--- src/rtl/pc_attack_engine.sv ---
// Computer-side attack engine: picks a not-yet-attacked cell on the player's board,
// records HIT/MISS, tracks the remaining player ships and pulses pc_move once per PC turn.
module pc_attack_engine #(
    parameter logic [7:0] LFSR_SEED   = 8'hA5,
    parameter int         MAX_TRIES   = 16,
    parameter int         BOARD_CELLS = 25
) (
    input  logic       clk,
    input  logic       rst,
    input  logic       pc_turn_State,
    input  logic       load_ships,
    input  logic [2:0] ships_init,
    output logic [4:0] board_rd_addr,
    input  logic [1:0] board_rd_data,
    output logic       board_wr_en,
    output logic [4:0] board_wr_addr,
    output logic [1:0] board_wr_data,
    output logic       pc_move,
    output logic [2:0] player_ships,
    output logic [4:0] last_addr,
    output logic       last_hit,
    output logic       busy
);

    typedef enum logic [3:0] {
        S_IDLE,
        S_PICK,
        S_WAIT,
        S_EVAL,
        S_SCAN_WAIT,
        S_SCAN_EVAL,
        S_WRITE,
        S_DONE,
        S_HOLD
    } state_t;

    localparam logic [4:0] LAST_CELL = 5'(BOARD_CELLS - 1);
    localparam logic [7:0] MAX_T     = 8'(MAX_TRIES);

    state_t     state_q, state_d;
    logic [7:0] lfsr_q, lfsr_d;
    logic [7:0] tries_q, tries_d;
    logic [4:0] rd_addr_q, rd_addr_d;
    logic       ship_q, ship_d;
    logic [2:0] ships_q, ships_d;
    logic [4:0] last_addr_q, last_addr_d;
    logic       last_hit_q, last_hit_d;
    logic [4:0] cand;

    assign cand = lfsr_q[4:0];

    always_ff @(posedge clk or negedge rst) begin
        if (!rst) begin
            state_q     <= S_IDLE;
            lfsr_q      <= LFSR_SEED;
            tries_q     <= 8'd0;
            rd_addr_q   <= 5'd0;
            ship_q      <= 1'b0;
            ships_q     <= 3'd0;
            last_addr_q <= 5'd0;
            last_hit_q  <= 1'b0;
        end else begin
            state_q     <= state_d;
            lfsr_q      <= lfsr_d;
            tries_q     <= tries_d;
            rd_addr_q   <= rd_addr_d;
            ship_q      <= ship_d;
            ships_q     <= ships_d;
            last_addr_q <= last_addr_d;
            last_hit_q  <= last_hit_d;
        end
    end

    always_comb begin
        state_d     = state_q;
        // Free-running so that the chosen cell depends on when the turn starts.
        lfsr_d      = {lfsr_q[6:0], lfsr_q[7] ^ lfsr_q[5] ^ lfsr_q[4] ^ lfsr_q[3]};
        tries_d     = tries_q;
        rd_addr_d   = rd_addr_q;
        ship_d      = ship_q;
        ships_d     = ships_q;
        last_addr_d = last_addr_q;
        last_hit_d  = last_hit_q;

        case (state_q)
            S_IDLE: begin
                if (load_ships) begin
                    ships_d     = ships_init;
                    last_addr_d = 5'd0;
                    last_hit_d  = 1'b0;
                end
                if (pc_turn_State && ships_q != 3'd0) begin
                    tries_d = 8'd0;
                    state_d = S_PICK;
                end
            end
            S_PICK: begin
                if (tries_q >= MAX_T) begin
                    rd_addr_d = 5'd0;
                    state_d   = S_SCAN_WAIT;
                end else if (cand > LAST_CELL) begin
                    tries_d = tries_q + 8'd1;
                end else begin
                    rd_addr_d = cand;
                    state_d   = S_WAIT;
                end
            end
            S_WAIT: state_d = S_EVAL;
            S_EVAL: begin
                if (!board_rd_data[1]) begin
                    ship_d  = board_rd_data[0];
                    state_d = S_WRITE;
                end else begin
                    tries_d = tries_q + 8'd1;
                    if (tries_q + 8'd1 >= MAX_T) begin
                        rd_addr_d = 5'd0;
                        state_d   = S_SCAN_WAIT;
                    end else begin
                        state_d = S_PICK;
                    end
                end
            end
            S_SCAN_WAIT: state_d = S_SCAN_EVAL;
            S_SCAN_EVAL: begin
                if (!board_rd_data[1]) begin
                    ship_d  = board_rd_data[0];
                    state_d = S_WRITE;
                end else if (rd_addr_q == LAST_CELL) begin
                    // Board fully attacked: finish the turn without writing.
                    state_d = S_DONE;
                end else begin
                    rd_addr_d = rd_addr_q + 5'd1;
                    state_d   = S_SCAN_WAIT;
                end
            end
            S_WRITE: begin
                last_addr_d = rd_addr_q;
                last_hit_d  = ship_q;
                if (ship_q && ships_q != 3'd0) ships_d = ships_q - 3'd1;
                state_d = S_DONE;
            end
            S_DONE: state_d = S_HOLD;
            S_HOLD: begin
                if (!pc_turn_State) state_d = S_IDLE;
            end
            default: state_d = S_IDLE;
        endcase
    end

    assign board_rd_addr = rd_addr_q;
    assign board_wr_en   = (state_q == S_WRITE);
    assign board_wr_addr = board_wr_en ? rd_addr_q : 5'd0;
    assign board_wr_data = board_wr_en ? {1'b1, ship_q} : 2'b00;
    assign pc_move       = (state_q == S_DONE);
    assign player_ships  = ships_q;
    assign last_addr     = last_addr_q;
    assign last_hit      = last_hit_q;
    assign busy          = (state_q != S_IDLE) && (state_q != S_HOLD);

endmodule

--- config.mk ---
export PLATFORM = sky130hd
export DESIGN_NAME = pc_attack_engine
export DESIGN_NICKNAME = d
export VERILOG_FILES = /design/src/rtl/pc_attack_engine.sv
export SDC_FILE = /design/constraint.sdc
export NUM_CORES = 1
export LEC_CHECK = 0
export ABC_AREA = 1
export BUFFER_PORTS_ARGS = -buffer_cell sky130_fd_sc_hd__buf_4
export CAP_MARGIN = 20
export CORE_UTILIZATION = 58
export CTS_BUF_LIST = sky130_fd_sc_hd__clkbuf_4 sky130_fd_sc_hd__clkbuf_8
export CTS_CLUSTER_SIZE = 16
export DETAILED_ROUTE_END_ITERATION = 6
export PLACE_DENSITY = 0.87
export SETUP_SLACK_MARGIN = 0.2
export SLEW_MARGIN = 15
export SYNTH_ARGS = -nofsm -noshare
export SYNTH_HDL_FRONTEND = slang
export SYNTH_SLANG_ARGS = --single-unit
--- constraint.sdc ---
create_clock -name clk -period 2.1 [get_ports clk]
set_clock_uncertainty 0.15 [all_clocks]
set_input_delay 0.21 -clock clk [delete_from_list [all_inputs] [get_ports clk]]
set_output_delay 0.21 -clock clk [all_outputs]
set_load 0.005 [all_outputs]
# Word level (Yosys, flattened, before mapping)
# Cells that the tools add are included.
# classes
n_addsub	3
n_lt_le_gt_ge	3
eq_ne	21
muxes	30
n_bitwise	4
reduce_logical	16
# op_table
op	n
2-to-1 mux 5 bit	8
one-hot mux 4 bit (9 select lines)	1
2-to-1 mux 8 bit	4
one-hot mux 8 bit (3 select lines)	1
!= test 2 bit, second input constant	9
== test 4 x 3 -> 1 bit, second input constant	4
greater-or-equal comparator 8 x 5 -> 1 bit, second input constant	2
2-to-1 mux 4 bit	4
one-hot mux 5 bit (3 select lines)	1
2-to-1 mux 3 bit	4
one-hot mux 5 bit (2 select lines)	1
nonzero test 3 bit	3
adder 8 x 1 -> 8 bit, second input constant	1
== test 4 x 2 -> 1 bit, second input constant	2
2-to-1 mux 2 bit	3
one-hot mux 3 bit (2 select lines)	1
AND reduction 3 bit	2
AND reduction 6 bit	1
adder 5 x 1 -> 5 bit, second input constant	1
== test 5 bit, second input constant	1
greater-than comparator 5 bit, second input constant	1
AND reduction 5 bit	1
== test 4 x 1 -> 1 bit, second input constant	1
== test 4 bit, second input constant	1
other kinds (14)	19
# word_totals
register_bits	35
input_bits	9
out_inout_bits	24
word_cells	85

# Logic depth before layout (Yosys ltp)
# Gate-level depths: netlist (run 1).
# logic_depth
ltp_word	5
depth_mapped	10
mapped_depth_nobuf	10

# Worst setup path before layout (run 1)
# Ideal clock, no wire load.
# synth_path
path_kind	register -> register
startpoint	reg ships_q[0], in the netlist player_ships[0]
endpoint	reg tries_q[0]
setup_ns	0.129
arrival_ns	1.457
t_required_ns	1.821
setup_slack_ns	0.364
path_stages_with_launch	9
n_path_buf	1
synth_period_minus_slack_ns	1.736
cell_sequence	dfrtp_1 inv_1 ha_1 ha_1 o21ai_2 nand3_2 nor2_4 buf_6 o21ai_0
# synth_via
elab_chain_len	4
# synth_rtl
element	line	rtl
start: declaration	45	logic [2:0] ships_q, ships_d;
start signal: assignment	68	ships_q <= ships_d;
nonzero test 3 bit	92	if (pc_turn_State && ships_q != 3'd0) begin
logical AND 1 bit	92	
!= test 2 bit (no source line)	n/a	
AND reduction 5 bit (no source line)	n/a	
end signal: assignment	65	tries_q <= tries_d;
end: declaration	42	logic [7:0] tries_q, tries_d;
# No other way between the ends.
# A chain may end at the register's enable or synchronous reset.

# Worst setup path in the final report (run 1)
# layout_path
startpoint	reg state_q[1]
endpoint	reg ships_q[1], in the netlist player_ships[1]
# layout_via
elab_chain_len	3
word_cells_on_any_way	7
classes_between	3 x eq/ne; 1 x mux; 3 x reduce/logical
# layout_rtl
element	line	rtl
start: declaration	40	state_t state_q, state_d;
start signal: assignment	63	state_q <= state_d;
== test 4 x 3 -> 1 bit / zero test 4 bit (equally long branches)	85	case (state_q)
!= test 2 x 1 -> 1 bit (no source line), or another cell as far along	n/a	
AND reduction 3 bit (no source line)	n/a	
# Several ways; a longest one is shown, not always the timed one.

==> flow_summary.ini, run 1 <==
[pwr]
power_density_nw_per_um2 = 1240
p_leak_nw = 1.24
power_w = 0.00316
peakVddDrop_uv = 567

[placement]
port_buffers = 32
dpl.hpwl_um = 3080
gp_congestion = 0.862
placedCellCount = 305
place_area_um2 = 2270

[sta]
tightest_slew_ns = 0.447
max_freq_ghz = 0.509
period_share = 0.936
finalSetupViolCount = 0
slew_viol_final = 0
whs_ns = 0.0289
relSlewSlack = 0.702
hold_violations = 0
fin_setup_tns_ns = 0
layout_min_cycle_time_ns = 1.96
rsz0062_at_grt = yes

[floorplanning]
num_io_pins = 33
die_w_um = 60.8
die_h_um = 60.8
core_area_um2 = 3180
num_rows = 20
initial_core_util = 0.631
die_area_um2 = 3700

[global_routing]
antenna_found_initial = 0
first_global_vias = 1617
overflow = 0
grt_pass1_wl_um = 7200
grt_max_degree = 36
grt_usage = 0.273

[synthesis]
ys_types = 32
synth_top_area_share = 0.387
ys_top_cells_by_area = dfrtp_1, nand2_1, inv_1
syn_nets = 247
synth_edf_count = 0
synth_seq_cells = 35
syn_area_um2 = 2010
synth_area_per_cell_um2 = 8.65
synth_warnings = 0
yosys-top-cells-count = nand2_1, dfrtp_1, inv_1
synthArstFlopShare = 1.00
yosysSeqAreaShare = 0.439
synth_top_area_cell = dfrtp_1
synth_most_common_cell = nand2_1
syn_inst = 232
synth_ff_type = dfrtp_1

[setup_path]
path_max_fanout = 7
regToRegSetupSlack_ns = 0.14
crit_slowest_cell = dfrtp_1
cp_data_arrival_time_ns = 2.13
crit_path_cell_trace = inv_2 > nor2_4 > inv_2 > nor2_4 > clkinv_4 > buf_6 > buf_4 > o31ai_4 > nand2_1 > o21ai_1
endpoint_kind = flip-flop
worstSetupPathType = flip-flop to flip-flop
startpoint_type = flip-flop
slowest_delay_ns = 0.42
cp.required_ns = 2.26

[detailed_routing]
vias_per_cell = 5.46
postRouteAntennaNets = 0
first_iter_violations = 106
wl_um = 5070
vias = 1797
routedWlPerCell_um = 15.4
drc = 0
first_pass_iters = 4

[clock_tree]
clkLatencyLatePin_ns = 0.37
clk_pin_slew_ns = 0.13
clockRootBuffer = clkbuf_4
cts_max_level = 2
cts_buffers = 5
cts_sinks = 35
cts_tree = yes
clk_path_buf_depth = 2

[cells_and_area]
area_delta_synth_final_pct = 27.2
design_area_um2 = 2550
num_antenna_cells = 0
final_nets = 299
drive_gt1_frac = 0.421
final_cells = 329

[run_status]
status = completed

[worst_hold_path]
hp-class = input pin to flip-flop

[run]
max_cap_viol_count = 0
[cells by family after synthesis]
| group | count (synthesis) | share of synthesized area |
|---|---|---|
| adders and majority gates | 6 | 0.0374 |
| AOI/OAI and AO/OA | 39 | 0.140 |
| xor gates and xnor gates | 3 | 0.0131 |
| DFF | 35 | 0.439 |
| and+or+nand+nor | 110 | 0.284 |
| buffers and inverters | 39 | 0.0873 |
[sequential cells by signal (all words and copies together) (netlist names)]
name	flops
board_rd_addr	5
last_addr	5
last_hit	1
lfsr_q	8
player_ships	3
ship_q	1
state_q	4
tries_q	8
[repair_timing]
| item | CTS | global route |
|---|---|---|
| buffers inserted | 6 | 8 |
| gates resized for setup | 1 | 25 |
| endpoints found under the hold margin | 36 | 0 |
| endpoints found under the setup margin | 10 | 19 |
| pin swaps | 1 | 8 |
| hold buffers | 2 | 0 |
[layout make-up]
type                    count  area, um^2
fillers                   196         624
well taps                  44        55.1
clock buffers               8        72.6
repair buffers             50         388
inverters                  34         133
multi-input cells         158        1020
flip-flops and latches     35         882
[per-stage QoR]
| stage | worst slack [ns] | utilization |
|---|---|---|
| global placement | 0.232 | 0.715 |
| detailed placement | 0.169 | 0.715 |
| global route | 0.0268 | 0.804 |
| finish | 0.135 | 0.804 |
| CTS | 0.204 | 0.759 |
| floorplan | 0.364 | - |
[per-layer routing]
metal	wire length, um	global-route usage
met1	2110	0.349
met2	2600	0.438
met5	0	0
met4	129	0.104
met3	227	0.0810
[where the power goes]
part | total [W] | internal (W) | switching [W]
registers | 0.000926 | 0.000805 | 0.000120
clock network | 0.000454 | 0.000210 | 0.000244
logic | 0.00178 | 0.000699 | 0.00108
total | 0.00316 | 0.00171 | 0.00144
[worst max-delay path: cells and delay by family (launching register included)]
kind | cells | cell delay [ns]
buf+inv | 5 | 0.54
flops | 1 | 0.42
compound gates | 2 | 0.41
simple gates | 3 | 0.37
[path summary, 6_finish.rpt]
check | startpoint | end | cells past startpoint
worst max-delay path | state_q[1]$_DFFE_PN0P_ | player_ships[1]$_DFFE_PN0P_ | 10
worst min-delay path | pc_turn_State | state_q[3]$_DFFE_PN0P_ | 3
worst max register to register | state_q[1]$_DFFE_PN0P_ | player_ships[1]$_DFFE_PN0P_ | 10
worst min register to register | lfsr_q[6]$_DFF_PN0_ | lfsr_q[7]$_DFF_PN1_ | 0
max in group asynchronous | rst | lfsr_q[5]$_DFF_PN1_ | 2
min in group asynchronous | rst | state_q[1]$_DFFE_PN0P_ | 2
[placed cells by master (no fill, tap or decap), types with 4 or more instances in the layout]
cell      count
a31o_2        6
buf_4        46
clkbuf_4      6
dfrtp_1      30
dfstp_2       4
ha_1          4
inv_1        28
inv_2         5
nand2_1      41
nand2_2       8
nand3_1      13
nand3_2      10
nand4_1       4
nor2_1       12
nor2_2       12
nor2_4        6
o21ai_1      12
o21ai_2       5
No activity file was read; power rests on OpenSTA's default activity.
==> run 2, diff against run 1 <==
--- a/config.mk
+++ b/config.mk
@@ -13,6 +13,7 @@
 export CTS_CLUSTER_SIZE = 16
 export DETAILED_ROUTE_END_ITERATION = 6
 export PLACE_DENSITY = 0.87
+export RECOVER_POWER = 50
 export SETUP_SLACK_MARGIN = 0.2
 export SLEW_MARGIN = 15
 export SYNTH_ARGS = -nofsm -noshare
==> run 2 against run 1 <==
Clock-buffer cell count is the same. Register-to-register slack barely moved. Clock power shrank 0.9%.
==> flow_summary.ini, run 2 (synthesized netlist as in run 1, its figures left out) <==
[sta]
fin_setup_tns_ns = 0
tightest_slew_ns = 0.862
period_share = 0.935
relSlewSlack = 0.425
layout_min_cycle_time_ns = 1.96
max_freq_ghz = 0.509
finalSetupViolCount = 0
rsz0062_at_grt = yes
slew_viol_final = 0
hold_violations = 0

[pwr]
peakVddDrop_uv = 567
power_density_nw_per_um2 = 1240
p_leak_nw = 1.24

[cells_and_area]
area_delta_synth_final_pct = 27.1
final_nets = 299
drive_gt1_frac = 0.411
final_cells = 329
reg.largest.list = lfsr_q x8, tries_q x8
num_antenna_cells = 0
final_cell_mix = nand2_1, buf_4, dfrtp_1
final_util = 0.803

[worst_hold_path]
hp-class = input pin to flip-flop

[global_routing]
grt_pass1_wl_um = 7200
overflow = 0
antenna_found_initial = 0
grt_usage = 0.273
grt_max_degree = 36
first_global_vias = 1617

[setup_path]
crit_path_cell_trace = inv_2 > nor2_4 > inv_2 > nor2_4 > clkinv_4 > buf_6 > buf_4 > o31ai_4 > nand2_1 > o21ai_1
endpoint_kind = flip-flop
slowest_delay_ns = 0.41
cp_data_arrival_time_ns = 2.13
worstSetupPathType = flip-flop to flip-flop
startpoint_type = flip-flop
cpLargestDelayFamily = buffers and inverters
path_max_fanout = 7
cp.required_ns = 2.26
crit_slowest_cell = dfrtp_1
critPathBufInv = 5

[run]
max_cap_viol_count = 0

[clock_tree]
clkLatencyLatePin_ns = 0.37
clk_pin_slew_ns = 0.13
cts_sinks = 35
cts_tree = yes
clk_path_buf_depth = 2
clockRootBuffer = clkbuf_4
cts_max_level = 2
cts_buffers = 5

[placement]
gp_congestion = 0.862
dpl.hpwl_um = 3080
placedCellCount = 305
port_buffers = 32

[floorplanning]
num_io_pins = 33
initial_core_util = 0.631
core_area_um2 = 3180
num_rows = 20
die_h_um = 60.8
die_w_um = 60.8
die_area_um2 = 3700

[run_status]
status = completed

[detailed_routing]
postRouteAntennaNets = 0
first_pass_iters = 4
routedWlPerCell_um = 15.4
wl_um = 5080
drc = 0
vias_per_cell = 5.50
first_iter_violations = 111
vias = 1808
[run 2: worst reg2reg max path, stage by stage (launching register included)]
cell	delay (ns)
dfrtp_1	0.41
inv_2	0.07
nor2_4	0.10
inv_2	0.06
nor2_4	0.16
clkinv_4	0.12
buf_6	0.14
buf_4	0.15
o31ai_4	0.33
nand2_1	0.11
o21ai_1	0.08
[run 2: where the power goes]
part	internal, W	switching [W]	total, W	leakage [nW]
logic	0.000698	0.00109	0.00178	0.737
registers	0.000805	0.000120	0.000925	0.458
clock network	0.000210	0.000240	0.000450	0.0420
total	0.00171	0.00145	0.00316	1.24
[run 2: through the flow]
stage	total power (W)	setup slack (ns)	cell area (um^2)	hold WS (ns)
CTS	0.00287	0.204	2410	0.00613
global route	0.00335	0.0268	2550	0.0254
floorplan	0.00199	0.364	2010	-0.236
finish	0.00316	0.136	2550	0.0315
global placement	0.00227	0.232	2270	0.0339
detailed placement	0.00232	0.169	2270	0.0353
[run 2: metal layers]
layer  GRT usage  routed length, um  share of wire
met5           0                  0              0
met4       0.104                108          0.021
met3      0.0810                237          0.047
met2       0.438               2630           0.52
met1       0.349               2100           0.41
[run 2: area by class of cell]
type / instances / area [um^2]
clock buffers: 8 / 72.6
flip-flops and latches: 35 / 882
multi-input cells: 158 / 1020
repair buffers: 50 / 385
fillers: 197 / 627
well taps: 44 / 55.1
inverters: 34 / 133
[run 2: worst paths after layout]
check / cells past startpoint / from / end / slack (ns)
worst min register to register: 0 / lfsr_q[6]$_DFF_PN0_ / lfsr_q[7]$_DFF_PN1_ / 0.21
min in group asynchronous: 2 / rst / state_q[1]$_DFFE_PN0P_ / 0.32
max in group asynchronous: 2 / rst / state_q[3]$_DFFE_PN0P_ / 0.89
worst min-delay path: 3 / pc_turn_State / state_q[3]$_DFFE_PN0P_ / 0.03
worst max-delay path: 10 / state_q[1]$_DFFE_PN0P_ / player_ships[1]$_DFFE_PN0P_ / 0.14
worst max register to register: 10 / state_q[1]$_DFFE_PN0P_ / player_ships[1]$_DFFE_PN0P_ / 0.14
[run 2: timing repair]
| action | 4_1_cts | 5_1_grt |
|---|---|---|
| setup endpoints to repair | 10 | 19 |
| resized for setup | 1 | 25 |
| hold buffers | 2 | 0 |
| pin swaps | 1 | 8 |
| hold endpoints to repair | 36 | 0 |
| buffers inserted | 6 | 8 |
==> run 3, diff against run 2 <==
--- a/config.mk
+++ b/config.mk
@@ -13,7 +13,7 @@
 export CTS_CLUSTER_SIZE = 16
 export DETAILED_ROUTE_END_ITERATION = 6
 export PLACE_DENSITY = 0.87
-export RECOVER_POWER = 50
+export RECOVER_POWER = 100
 export SETUP_SLACK_MARGIN = 0.2
 export SLEW_MARGIN = 15
 export SYNTH_ARGS = -nofsm -noshare
==> run 3 against run 2 <==
Fmax about the same. Power is 2.9% lower. Utilization down 1.5 points. Hold slack worse by 0.010 ns. Combinational power shrank 5%. Critical path type unchanged. Largest cell class unchanged.
==> flow_summary.ini, run 3 (synthesized netlist as in run 1, its figures left out) <==
[detailed_routing]
vias_per_cell = 5.49
drc = 0
vias = 1806
wl_um = 5180
routedWlPerCell_um = 15.7
first_iter_violations = 140
first_pass_iters = 4
postRouteAntennaNets = 0

[setup_path]
reg2regPathDepth = 9
worstReg2RegStart = state_q[1]$_DFFE_PN0P_
cp_data_arrival_time_ns = 2.08
worstSetupPathType = flip-flop to flip-flop
cp.required_ns = 2.21
regToRegSetupSlack_ns = 0.14
endpoint_kind = flip-flop
path_max_fanout = 7
startpoint_type = flip-flop
r2r-end = player_ships[0]$_DFFE_PN0P_

[cells_and_area]
fill_cells = 213
area_delta_synth_final_pct = 24.8
final_nets = 299
final_common_cell = nand2_1
reg.largest.list = lfsr_q x8, tries_q x8
final_util = 0.788
final_cell_mix = nand2_1, dfrtp_1, inv_1
num_antenna_cells = 0
drive_gt1_frac = 0.365

[sta]
max_freq_ghz = 0.509
whs_ns = 0.0215
relSlewSlack = 0.402
finalSetupViolCount = 0
layout_setup_ws_ns = 0.136
fin_setup_tns_ns = 0
slew_viol_final = 0
period_share = 0.935
layout_min_cycle_time_ns = 1.96
tightest_slew_ns = 0.896
hold_violations = 0
rsz0062_at_grt = yes

[clock_tree]
clockRootBuffer = clkbuf_4
cts_max_level = 2
clk_path_buf_depth = 2
clkLatencyLatePin_ns = 0.38
clk_pin_slew_ns = 0.13
cts_tree = yes
cts_sinks = 35
cts_buffers = 5

[floorplanning]
initial_core_util = 0.631
die_w_um = 60.8
die_h_um = 60.8
num_io_pins = 33
core_area_um2 = 3180
die_area_um2 = 3700
num_rows = 20

[global_routing]
first_global_vias = 1617
grt_usage = 0.273
grt_max_degree = 36
overflow = 0
antenna_found_initial = 0
grt_pass1_wl_um = 7200

[placement]
dpl.hpwl_um = 3080
gp_congestion = 0.862
port_buffers = 32
place_ws_ns = 0.169

[pwr]
power_density_nw_per_um2 = 1220
peakVddDrop_uv = 552
p_leak_nw = 1.22

[run]
max_cap_viol_count = 0

[worst_hold_path]
worstHoldEndpoint = state_q[3]$_DFFE_PN0P_
hp-start = pc_turn_State
hold_depth = 3
hp-class = input pin to flip-flop

[run_status]
status = completed
## run 3: cell types whose count changed in the layout (fill, tap and decap cells not counted), sizes merged
cell	change
buf	-16
clkbuf	+16
## run 3: power breakdown
group	total [W]	switching (W)	internal, W	leakage [nW]
sequential	0.000923	0.000118	0.000805	0.458
combinational	0.00169	0.00105	0.000635	0.719
clock	0.000456	0.000246	0.000210	0.0420
total	0.00307	0.00142	0.00165	1.22
## run 3: through the flow
| stage | instances | area, um^2 | total power (W) |
|---|---|---|---|
| after floorplan | 232 | 2010 | 0.00199 |
| after global placement | 305 | 2270 | 0.00227 |
| after detailed placement | 305 | 2270 | 0.00232 |
| after CTS | 321 | 2410 | 0.00287 |
| after global routing | 329 | 2500 | 0.00325 |
| final | 329 | 2500 | 0.00307 |
## run 3: cell type report
cell class                      instances  area, um^2  share of cell area
Timing Repair Buffer                   50         372               0.148
Clock buffer                            8        72.6              0.0290
Sequential cell                        35         882               0.352
Multi-Input combinational cell        158         991               0.396
Tap cell                               44        55.1              0.0220
Inverter                               34         133              0.0529
## run 3: worst max-delay path by stage
| stage | from | endpoint | depth (start not counted) |
|---|---|---|---|
| floorplan | player_ships[0]$_DFFE_PN0P_ | tries_q[0]$_DFFE_PN0P_ | 8 |
| global placement | player_ships[0]$_DFFE_PN0P_ | tries_q[4]$_DFFE_PN0P_ | 9 |
| detailed placement | player_ships[0]$_DFFE_PN0P_ | tries_q[5]$_DFFE_PN0P_ | 9 |
| CTS | state_q[3]$_DFFE_PN0P_ | board_wr_addr[1] | 6 |
| global route | state_q[1]$_DFFE_PN0P_ | player_ships[1]$_DFFE_PN0P_ | 10 |
| finish | state_q[1]$_DFFE_PN0P_ | player_ships[0]$_DFFE_PN0P_ | 9 |
## run 3: critical path: stages (launching register included)
cell      delay (ns)
dfrtp_1         0.42
inv_2           0.07
nor2_4          0.10
inv_2           0.06
nor2_4          0.16
clkinv_4        0.11
buf_6           0.13
buf_4           0.16
o31ai_4         0.33
o21ai_0         0.15
## run 3: routing by layer
metal / up-vias / routed length (um) / track usage
met5: - / 0 / 0
met4: 0 / 116 / 0.104
met3: 13 / 245 / 0.0810
met2: 65 / 2650 / 0.438
met1: 865 / 2170 / 0.349
li1: 863 / - / -
## run 3: repair_timing
item                                   in CTS  in global routing
hold buffers                                2                  0
setup buffers                               6                  8
pin swaps                                   1                  8
setup endpoints to repair                  10                 19
endpoints found under the hold margin      36                  0
gates resized for setup                     1                 25
